`src/rtl/seq_mul_pkg.sv`:
```
// Shared types and helpers for the sequential shift-add multiplier.
package seq_mul_pkg;

  typedef enum logic [1:0] {
    IDLE   = 2'd0,
    RUN    = 2'd1,
    FINISH = 2'd2
  } state_e;

  // Cycles from the accepting edge to the edge that raises done.
  function automatic int seq_mul_latency(input int width);
    return width + 1;
  endfunction

endpackage

```
`src/rtl/seq_multiplier_cond_negate.sv`:
```
// Two's-complement conditional negation: result = neg ? -value : value.
module cond_negate #(
  parameter int N = 8
) (
  input  logic         neg,
  input  logic [N-1:0] value,
  output logic [N-1:0] result
);

  localparam logic [N-1:0] ONE = {{(N-1){1'b0}}, 1'b1};

  assign result = neg ? (~value + ONE) : value;

endmodule

```
`src/rtl/seq_multiplier.sv`:
```
// Multi-cycle shift-add multiplier, signed or unsigned, fixed latency WIDTH+1
// from the accepting edge, with a start/done/busy handshake.
import seq_mul_pkg::*;

module seq_multiplier #(
  parameter int WIDTH = 8
) (
  input  logic               clk,
  input  logic               rst,
  input  logic               start,
  input  logic               signed_mode,
  input  logic [WIDTH-1:0]   multiplier,
  input  logic [WIDTH-1:0]   multiplicand,
  output logic [2*WIDTH-1:0] product,
  output logic               done,
  output logic               busy
);

  localparam int CW = $clog2(WIDTH + 1);
  localparam logic [CW-1:0] LAST_CNT = CW'(WIDTH - 1);
  localparam logic [CW-1:0] CNT_ONE  = CW'(1);

  state_e             state_r, state_nxt_s;
  logic [CW-1:0]      cnt_r;
  logic [WIDTH-1:0]   acc_r;
  logic [WIDTH-1:0]   mplr_r;
  logic [WIDTH-1:0]   mcand_r;
  logic               neg_r;
  logic [2*WIDTH-1:0] product_r;
  logic               done_r;
  logic               busy_r;

  logic [WIDTH-1:0]   a_mag_s;
  logic [WIDTH-1:0]   b_mag_s;
  logic [WIDTH:0]     sum_s;
  logic [2*WIDTH-1:0] res_s;

  cond_negate #(.N(WIDTH)) u_neg_a (
    .neg    (signed_mode & multiplier[WIDTH-1]),
    .value  (multiplier),
    .result (a_mag_s)
  );

  cond_negate #(.N(WIDTH)) u_neg_b (
    .neg    (signed_mode & multiplicand[WIDTH-1]),
    .value  (multiplicand),
    .result (b_mag_s)
  );

  cond_negate #(.N(2*WIDTH)) u_neg_res (
    .neg    (neg_r),
    .value  ({acc_r, mplr_r}),
    .result (res_s)
  );

  // The extra MSB of the sum is the carry that shifts back into the accumulator.
  assign sum_s = {1'b0, acc_r} + (mplr_r[0] ? {1'b0, mcand_r} : {(WIDTH+1){1'b0}});

  // State register.
  always_ff @(posedge clk or negedge rst) begin
    if (!rst) begin
      state_r <= IDLE;
    end else begin
      state_r <= state_nxt_s;
    end
  end

  // Next-state logic.
  always_comb begin
    state_nxt_s = state_r;
    case (state_r)
      IDLE: begin
        if (start) state_nxt_s = RUN;
        else       state_nxt_s = IDLE;
      end
      RUN: begin
        if (cnt_r == LAST_CNT) state_nxt_s = FINISH;
        else                   state_nxt_s = RUN;
      end
      FINISH:  state_nxt_s = IDLE;
      default: state_nxt_s = IDLE;
    endcase
  end

  // Datapath and registered handshake outputs.
  always_ff @(posedge clk or negedge rst) begin
    if (!rst) begin
      cnt_r     <= {CW{1'b0}};
      acc_r     <= {WIDTH{1'b0}};
      mplr_r    <= {WIDTH{1'b0}};
      mcand_r   <= {WIDTH{1'b0}};
      neg_r     <= 1'b0;
      product_r <= {(2*WIDTH){1'b0}};
      done_r    <= 1'b0;
      busy_r    <= 1'b0;
    end else begin
      done_r <= 1'b0;
      case (state_r)
        IDLE: begin
          if (start) begin
            mplr_r  <= a_mag_s;
            mcand_r <= b_mag_s;
            neg_r   <= signed_mode & (multiplier[WIDTH-1] ^ multiplicand[WIDTH-1]);
            acc_r   <= {WIDTH{1'b0}};
            cnt_r   <= {CW{1'b0}};
            busy_r  <= 1'b1;
          end else begin
            busy_r  <= 1'b0;
          end
        end
        RUN: begin
          acc_r  <= sum_s[WIDTH:1];
          mplr_r <= {sum_s[0], mplr_r[WIDTH-1:1]};
          cnt_r  <= cnt_r + CNT_ONE;
        end
        FINISH: begin
          product_r <= res_s;
          done_r    <= 1'b1;
          busy_r    <= 1'b0;
        end
        default: begin
          busy_r <= 1'b0;
        end
      endcase
    end
  end

  assign product = product_r;
  assign done    = done_r;
  assign busy    = busy_r;

endmodule

```
`config.mk`:
```
export PLATFORM = sky130hd
export DESIGN_NAME = seq_multiplier
export DESIGN_NICKNAME = d
export VERILOG_FILES = /design/src/rtl/seq_mul_pkg.sv /design/src/rtl/seq_multiplier_cond_negate.sv /design/src/rtl/seq_multiplier.sv
export SDC_FILE = /design/constraint.sdc
export NUM_CORES = 1
export LEC_CHECK = 0
export CAP_MARGIN = 20
export CORE_AREA = 2 2 100 102
export CTS_CLUSTER_DIAMETER = 80
export DETAILED_ROUTE_END_ITERATION = 6
export DIE_AREA = 0 0 102 104
export GPL_ROUTABILITY_DRIVEN = 0
export PLACE_DENSITY = 0.51
export RECOVER_POWER = 25
export SLEW_MARGIN = 20
export SYNTH_ARGS = -nofsm -noshare
export SYNTH_HDL_FRONTEND = slang
export SYNTH_SLANG_ARGS = --single-unit
```
`constraint.sdc`:
```
create_clock -name clk -period 2.33 [get_ports clk]
set_clock_uncertainty 0.05 [all_clocks]
set_input_delay 0.3495 -clock clk [delete_from_list [all_inputs] [get_ports clk]]
set_output_delay 0.3495 -clock clk [all_outputs]
set_load 0.05 [all_outputs]
```
* Yosys cells after proc, flatten, opt, wreduce, memory -nomap -nowiden *
Cells that the tools add are included.

storage, ports and cells
  bits in latches = 0
  memories kept = 0
  RAM bits = 0
  word-level logic and storage cells = 45
  bits in read-only memories = 0
  output and inout bits = 18
  input port bits = 20
  register bits after elaboration = 49

operators by class
  equal/unequal tests = 4
  muxes and demuxes = 16
  bitwise gates (word level) = 7
  reductions and logical operators = 4
  order comparisons = 0
  shift operators = 0
  add/subtract/negate cells = 5
  divide/modulo/power cells = 0
  multiply operators = 0

operators by type and width
  operator                 count
  $mux W8                  5
  $pmux W8 S2              2
  $add A16 B1 Y16 const B  1
  $add A8 B1 Y8 const B    2
  $mux W16                 1
  $not A16 Y16             1
  $not A8 Y8               2
  $add A8 B8 Y9            1
  $pmux W4 S2              1
  $add A4 B1 Y4 const B    1
  $eq A4 B3 Y1 const B     1
  $mux W4                  1
  $pmux W2 S2              1
  $reduce_and A2 Y1        2
  $and A1 B1 Y1            3
  $mux W1                  3
  $eq A2 B1 Y1 const B     1
  $eq A2 B2 Y1 const B     1
  $logic_not A2 Y1         1
  $mux W2                  1
  $ne A2 B2 Y1 const B     1
  $pmux W1 S2              1
  $reduce_bool A2 Y1       1
  $xor A1 B1 Y1            1

* Longest topological paths before layout *
Gate-level depths: netlist of run 1.

  depth after elaboration = 5
  gate-level depth with buffers = 9

* Modules after synthesis *
Synthesis of run 1 repeated with hierarchy kept, for this count alone.

unflattened totals
  cells, all modules = 283
  area total of the unflattened synthesis = 2977.9 um2

by module, submodules not included
  module                     instances  cells each  area each (um2)
  seq_multiplier             1          193         2279.7
  cond_negate (u_neg_res)    1          48          355.3
  cond_negate (u_neg_a ...)  2          21          171.4

* Worst setup path before layout of run 1 *
No wires, ideal clock.

  path type = register to register
  start = register mplr_r[0]
  end = register acc_r[5]
  setup slack = 0.171 ns
  stages on the path, launching flop included = 10
  buffers on the path = 1
  period minus slack after synthesis = 2.159 ns
  arrival = 1.975 ns
  library setup time = 0.134 ns
  cells stage by stage = dfrtp_1 > clkbuf_1 > and2_1 > ha_1 > fa_1 > a21oi_1 > o211ai_1 > a21oi_1 > xor2_1 > o21ai_0

on the way
  longest elaborated chain between the ends = 3

RTL lines
  element                 line                   RTL
  start, declared         seq_multiplier.sv:26   logic [WIDTH-1:0] mplr_r;
  start signal, assigned  seq_multiplier.sv:90   mplr_r <= {WIDTH{1'b0}};
  start signal, assigned  seq_multiplier.sv:101  mplr_r <= a_mag_s;
  start signal, assigned  seq_multiplier.sv:113  mplr_r <= {sum_s[0], mplr_r[WIDTH-1:1]};
  $mux W8                 seq_multiplier.sv:57   assign sum_s = {1'b0, acc_r} + (mplr_r[0] ? {1'b0, mcand_r} : {(WIDTH+1){1'b0}});
  $add A8 B8 Y9           seq_multiplier.sv:57
  $pmux W8 S2             seq_multiplier.sv:98   case (state_r)
  end signal, assigned    seq_multiplier.sv:89   acc_r <= {WIDTH{1'b0}};
  end signal, assigned    seq_multiplier.sv:104  acc_r <= {WIDTH{1'b0}};
  end signal, assigned    seq_multiplier.sv:112  acc_r <= sum_s[WIDTH:1];
  end, declared           seq_multiplier.sv:25   logic [WIDTH-1:0] acc_r;

Every way passes these cells.
A chain may end at the register's enable or synchronous reset.

* Final worst setup path of run 1 *
  start = register acc_r[0]
  end = register product_r[15], in the netlist product[15]

on the way
  longest elaborated chain between the ends = 3

RTL lines
  element               line                              RTL
  $not A16 Y16          seq_multiplier_cond_negate.sv:12  assign result = neg ? (~value + ONE) : value;
  $add A16 B1 Y16       seq_multiplier_cond_negate.sv:12
  $mux W16              seq_multiplier_cond_negate.sv:12
  end signal, assigned  seq_multiplier.sv:93              product_r <= {(2*WIDTH){1'b0}};
  end signal, assigned  seq_multiplier.sv:117             product_r <= res_s;
  end, declared         seq_multiplier.sv:29              logic [2*WIDTH-1:0] product_r;

Every way passes these cells.

==> results of run 1 <==
-- registers in the layout, summed over array words and instances (netlist names) --
name,count
done,1
acc_r,8
busy,1
state_r,2
neg_r,1
mplr_r,8
cnt_r,4
mcand_r,8
product,16
-- area by class of cell --
cell class | count | area, sq um
clock buffer | 6 | 82.6
clock inverter | 2 | 37.5
fill | 1034 | 6080
inverter | 17 | 63.8
multi-input combinational | 231 | 1440
sequential | 49 | 1230
tap | 133 | 166
timing repair buffer | 49 | 450
-- worst max-delay path: cells and delay by family, from the launching register on --
kind / cells / cell delay [ns]
AOI/OAI and AO/OA: 2 / 0.33
xor gates and xnor gates: 1 / 0.18
DFF: 1 / 0.45
and+or+nand+nor: 2 / 1.04
-- worst min-delay path by stage --
stage	from	to	slack (ns)	cells past startpoint
global placement	rst	product[1]	0.35	1
detailed placement	rst	product[1]	0.35	1
global route	rst	product[1]	0.42	1
floorplan	rst	acc_r[0]	0.004	0
finish	rst	product[1]	0.30	1
CTS	rst	product[1]	0.01	1
-- placed cells by master, fill, tap and decap left out, types with 8 or more instances in the layout --
cell type,netlist,final
ha_1,12,12
dfrtp_1,49,49
o21ai_0,38,38
and2_1,8,8
a21oi_1,11,10
nand2_1,53,53
inv_1,16,16
nor2_1,18,18
buf_4,0,11
xor2_1,23,23
clkdlybuf4s50_1,0,36
xnor2_1,8,8
-- logic make-up (layout without fill, tap and decap cells) --
kind of cell | count (synthesis) | after routing | synth area share (%)
simple gates | 100 | 100 | 16.1
compound gates | 85 | 85 | 19.0
flops | 49 | 49 | 43.9
xor+xnor | 31 | 31 | 9.72
buf+inv | 27 | 74 | 4.53
fa+ha+maj | 13 | 13 | 6.09
mux | 2 | 2 | 0.717
-- power by group through the flow --
stage	clock network (mW)	logic (mW)	registers (mW)
2_1_floorplan	0	1.19	1.87
3_3_place_gp	0	2.17	1.56
3_5_place_dp	0	2.18	1.58
4_1_cts	0.670	2.19	1.56
5_1_grt	0.700	2.45	1.61
6_report	0.643	2.18	1.56
-- routing by layer --
layer / wire length [um] / up-vias / part of all wire [%] / track usage [%]
met1: 3130 / 1046 / 50 / 17.2
li1: - / 1160 / - / -
met4: 75 / 0 / 1.2 / 4.57
met5: 0 / - / 0 / 0
met3: 280 / 7 / 4.5 / 2.55
met2: 2750 / 50 / 44 / 18.8
-- timing repair --
item                                    in CTS  in global routing
hold endpoints to repair                     0                  0
endpoints found under the setup margin       0                  1
resized for setup                            0                  1
-- stage by stage --
step / std cells / cell area, sq um
global route: 487 / 3470
detailed placement: 479 / 3350
CTS: 487 / 3470
finish: 487 / 3470
global placement: 479 / 3350
floorplan: 307 / 2790
==> key figures, run 1 <==
Final layout
  • Antenna cells: 0
  • Post-layout nets: around 390
  • Fin util: 36.3%
  • Syn-to-layout area delta: 24.3%
  • Layout cells sized above 1: 7.34%

STA
  • Final Max Slew Viols: 0
  • Hold Fails Final Rpt: 0
  • F_max: roughly 470 MHz
  • Hold slack: around 0.30 ns
  • Endpoints failing setup: 0
  • Slew @ Worst Pin: 1.42 ns
  • Unrepaired setup endpoints after global routing: no
  • Fin worst setup slack: 0.181 ns
  • Tcrit/Tclk final: 92.2%
  • Setup TNS: 0 ns
  • Fin crit period: roughly 2.1 ns
  • Max_slew headroom: just over 5%

Die
  • Site Rows: 36
  • Die Ht: 104 um
  • Die width: around 100 um
  • # IOs: 38
  • Initial core utilization: 29.2%
  • CORE AREA: 0.00955 sq mm
  • Die area: about 0.011 sq mm

Detailed routing
  • Routed Antenna Nets: 0
  • Vias post-DR: 2263
  • Vias per cell: 4.65
  • Initial DRT Pass Iterations: 5
  • Drt drc: 0
  • DRT iter0 DRCs: 78
  • WL/cell: approximately 13 um
  • DRT Wirelength: 6.24 mm

Clock tree
  • Clk Latency, worst-skew pair: 0.30 ns
  • H-tree levels: 2
  • Clock-pin slew on the worst setup and hold paths: approximately 0.1 ns
  • Hold_buf cts: 0
  • CTS tree: built
  • Clock sinks: 49
  • Post-CTS setup buffers: 0
  • CTS Root Cell: clkbuf_8
  • Max Root-Sink Buffers: 2
  • Num CTS Buffers: 5

Global routing
  • GRT Total Usage: ~12%
  • Vias in the first global route: 2221
  • Initial antenna violation count: 0
  • First-pass GRT wire length: 10.6 mm
  • Gr ovfl total: 0
  • Largest net degree at the start of global routing: 34

Critical path
  • Critical path data required time: 2.47 ns
  • Reg2Reg Depth: 5
  • Worst setup path start: acc_r[0]
  • Most used cell, CP: or4_4
  • Crit-path max FO: 5
  • Critical path endpoint category: flop
  • Startpoint Class: flop
  • FF-to-FF End: product[15]
  • CP Capture Point: product[15]
  • CP max stage delay: 0.56 ns
  • Worst reg2reg setup slack: 0.18 ns
  • Worst r2r src: acc_r[0]
  • WS Path Type: reg -> reg
  • Critical Path AT: 2.29 ns
  • Crit-path cells: or4_4 > or4_4 > o31ai_4 > xor2_1 > o21ai_1
  • CP max-delay cell: or4_4

Logic synthesis
  • Sequential area share after synthesis: a little over two fifths
  • Top cells by count, synth: nand2_1 (53), dfrtp_1 (49), o21ai_0 (38), xor2_1 (23), nor2_1 (18)
  • Yosys warning count: 0
  • Fraction of registers with async set or reset after synthesis: 100%
  • Area share of the largest cell type after synthesis: 43.9%
  • Gate Count Post-Synth: a little over 300
  • Syn nets: 340
  • Main flop type after synthesis: dfrtp_1
  • Yosys reg bits: 49
  • Ranking of synthesized cells by area: dfrtp_1 (44%), xor2_1 (7.2%), nand2_1 (7.1%), o21ai_0 (6.8%), ha_1 (5.4%)
  • Synth unique cells: 43
  • Most area-hungry cell type in the Yosys netlist: dfrtp_1
  • Mean Syn Cell Area: between 9 and 10 sq um
  • Synthesized area: 0.00279 sq mm
  • Post-synth EDFFs: 0
  • Count leader, synth: nand2_1

Pwr
  • Leak: 1.51 nW
  • Worst VDD drop: approximately 0.00035 V
  • Sw power: slightly below 2 mW
  • Clock power share: approximately 15%
  • PD cells: 1260 mW/mm^2
  • Internal power: 2.45 mW
  • Comb power frac: 49.8%
  • Final Power: between 4 and 5 mW
  • Sw Share: 44.0%
  • Seq pwr share: 35.5%

Placement
  • DP Wirelength: slightly below 5 mm
  • IO Port Bufs: 37
  • DP Worst Slack: 0.178 ns

Outcome
  • Outcome: complete, no violations

Hold path
  • Worst hold path type: in -> async

Job
  • Max-cap viol count: 0
Note: power is estimated with default switching activity, not from simulation.
==> inputs of run 2 (changes only) <==
- ABC_AREA: unset -> 1
- CORE_AREA: 2 2 100 102 -> 2 2 77 79
- DIE_AREA: 0 0 102 104 -> 0 0 79 81
- DONT_BUFFER_PORTS: unset -> 1
- PLACE_DENSITY: 0.51 -> 0.72
==> run 2 against run 1 <==
Net effect: sequential cell count did not move; die area fell by 40%; fmax rose by 12%; final area fell by 10%; non-clock buffer count fell by 45; combinational power fell by 26%; area after synthesis rose by 6.1%; sequential power rose by 28%; via count rose by 9.3%; setup slack improved by 0.22 ns; clock-buffer cell count rose by 1.
==> key figures, run 2 <==
Critical path
  • Critical path endpoint category: flop
  • Reg2Reg Depth: 10
  • Crit-path cells: nand2_1 > inv_1 > ha_1 > fa_1 > nand3_1 > nand2_1 > nand3_1 > nor2_1 > o21ai_0 > nand2_1
  • Startpoint Class: flop
  • Worst setup path start: mplr_r[0]
  • Worst path bufs/invs: 1
  • FF-to-FF End: acc_r[7]
  • CP max stage delay: 0.47 ns
  • Worst r2r src: mplr_r[0]
  • Critical Path AT: approximately 2.1 ns
  • Critical path data required time: 2.47 ns
  • Crit-path max FO: 9
  • Worst path depth: 10
  • CP max-delay cell: dfrtp_1
  • Most used cell, CP: nand2_1
  • WS Path Type: reg -> reg
  • Worst reg2reg setup slack: 0.40 ns
  • CP Capture Point: acc_r[7]
  • Crit path max-delay family: adder cells

Logic synthesis
  • Ranking of synthesized cells by area: dfrtp_1 (41%), nand2_1 (16%), nand3_1 (6.4%), o21ai_0 (5.6%), inv_1 (5.4%)
  • Area share of the largest cell type after synthesis: approximately two fifths
  • Most area-hungry cell type in the Yosys netlist: dfrtp_1
  • Synthesized area: 0.00296 sq mm
  • Main flop type after synthesis: dfrtp_1
  • Post-synth EDFFs: 0
  • Sequential area share after synthesis: 41.4%
  • Synth unique cells: 32
  • Top cells by count, synth: nand2_1 (127), dfrtp_1 (49), inv_1 (43), nand3_1 (38), o21ai_0 (33)
  • Gate Count Post-Synth: 395
  • Fraction of registers with async set or reset after synthesis: 100%
  • Yosys reg bits: 49
  • Syn nets: around 430
  • Count leader, synth: nand2_1
  • Yosys warning count: 0
  • Mean Syn Cell Area: 7.50 sq um

Clock tree
  • Clock sinks: 49
  • Num CTS Buffers: 5
  • PostCTS Resize Cnt: 0
  • Clk Latency, worst-skew pair: 0.31 ns
  • H-tree levels: 2
  • CTS Root Cell: clkbuf_8
  • Post-CTS setup buffers: 0
  • CTS tree: built
  • Max Root-Sink Buffers: 2
  • Clock-pin slew on the worst setup and hold paths: 0.08 ns

Die
  • Site Rows: 28
  • Die area: 0.00640 sq mm
  • # IOs: 38
  • Die width: 79 um
  • Die Ht: between 80 and 90 um
  • CORE AREA: 0.00568 sq mm
  • Initial core utilization: 52.2%

Final layout
  • Most frequent cells in the layout: nand2_1 (127), dfrtp_1 (49), inv_1 (43), nand3_1 (38), o21ai_0 (33)
  • Fillers: between 500 and 600
  • Most common cell after layout, fill and taps aside: nand2_1
  • Fin util: ~55%
  • Post-layout nets: 430
  • Final instance area: ~0.0031 sq mm
  • Antenna cells: 0
  • Syn-to-layout area delta: 5.41%
  • Non-Filler Instances: 473
  • Layout cells sized above 1: 5.78%
  • Largest register FFs: 16

Detailed routing
  • Vias post-DR: about 2500
  • DRT Wirelength: between 6 and 7 mm
  • Routed Antenna Nets: 0
  • WL/cell: 12.8 um
  • Drt drc: 0
  • Initial DRT Pass Iterations: 5
  • Vias per cell: 5.23
  • DRT iter0 DRCs: 128

STA
  • Unrepaired setup endpoints after global routing: no
  • F_max: 519 MHz
  • Slew @ Worst Pin: about 1.2 ns
  • Max_slew headroom: 21.0%
  • Final Max Slew Viols: 0
  • Endpoints failing setup: 0
  • Hold Fails Final Rpt: 0
  • Tcrit/Tclk final: 82.6%
  • Fin worst setup slack: 0.404 ns
  • Fin crit period: 1.93 ns
  • Setup TNS: 0 ns
  • Hold slack: between 0.1 and 0.15 ns

Pwr
  • Final Power: 4.14 mW
  • Leak: ~1.6 nW
  • PD cells: 1330 mW/mm^2
  • Worst VDD drop: 0.000535 V

Global routing
  • Initial antenna violation count: 0
  • GRT Total Usage: 21.1%
  • First-pass GRT wire length: roughly 11 mm
  • Gr ovfl total: 0
  • Largest net degree at the start of global routing: 50
  • Vias in the first global route: 2447

Job
  • Max-cap viol count: 0

Placement
  • IO Port Bufs: 0
  • Placed cells: approximately 460
  • DP Wirelength: 4.54 mm
  • Cell Area, Placed: 0.00301 sq mm
  • DP Worst Slack: 0.440 ns

Hold path
  • Worst hold path type: in -> reg

Outcome
  • Outcome: complete, no violations
[run 2: cells by family after synthesis]
group | share of synthesized area [%]
adders and majority gates | 5.74
DFF | 41.4
AOI/OAI and AO/OA | 13.0
buffers and inverters | 8.15
xor gates and xnor gates | 3.25
and+or+nand+nor | 28.4
[run 2: cell type report]
cell class	count	area [sq um]	share of cell area (%)
well taps	75	93.8	3.00
clock buffers	7	96.3	3.08
clock inverters	1	5.00	0.160
flip-flops and latches	49	1230	39.3
inverters	47	176	5.65
repair buffers	4	30.0	0.962
multi-input cells	290	1500	47.9
[run 2: worst register-to-register path: cells and delay by family, from the launching register on]
kind	cells	cell delay, ns
buffers and inverters	1	0.04
AND/OR/NAND/NOR	6	0.49
flip-flops	1	0.47
AO/OA/AOI/OAI	1	0.13
adder cells (fa/ha/maj)	2	0.61
[run 2: repair_timing]
action	CTS	global route
hold buffers	2	0
setup endpoints to repair	0	0
hold endpoints to repair	49	0
[run 2: metal layers]
metal / GRT usage, % / wire length (um) / vias to the layer above
li1: - / - / 1287
met1: 26.7 / 2820 / 1100
met2: 35.9 / 2800 / 82
met3: 5.11 / 373 / 5
met4: 6.55 / 61 / 0
met5: 0 / 0 / -
[run 2: power breakdown]
part | switching, mW | internal, mW
sequential | 0.794 | 1.19
combinational | 0.984 | 0.632
clock | 0.274 | 0.268
[run 2: worst min path at each step]
| stage | start | end | slack, ns | cells after the start |
|---|---|---|---|---|
| finish | multiplier[0] | mplr_r[0] | 0.15 | 2 |
| floorplan | rst | acc_r[0] | 0.004 | 0 |
| detailed placement | rst | product[8] | 0.005 | 0 |
| global route | multiplier[0] | mplr_r[0] | 0.14 | 2 |
| CTS | multiplier[0] | mplr_r[0] | 0.15 | 2 |
| global placement | rst | product[5] | 0.005 | 0 |
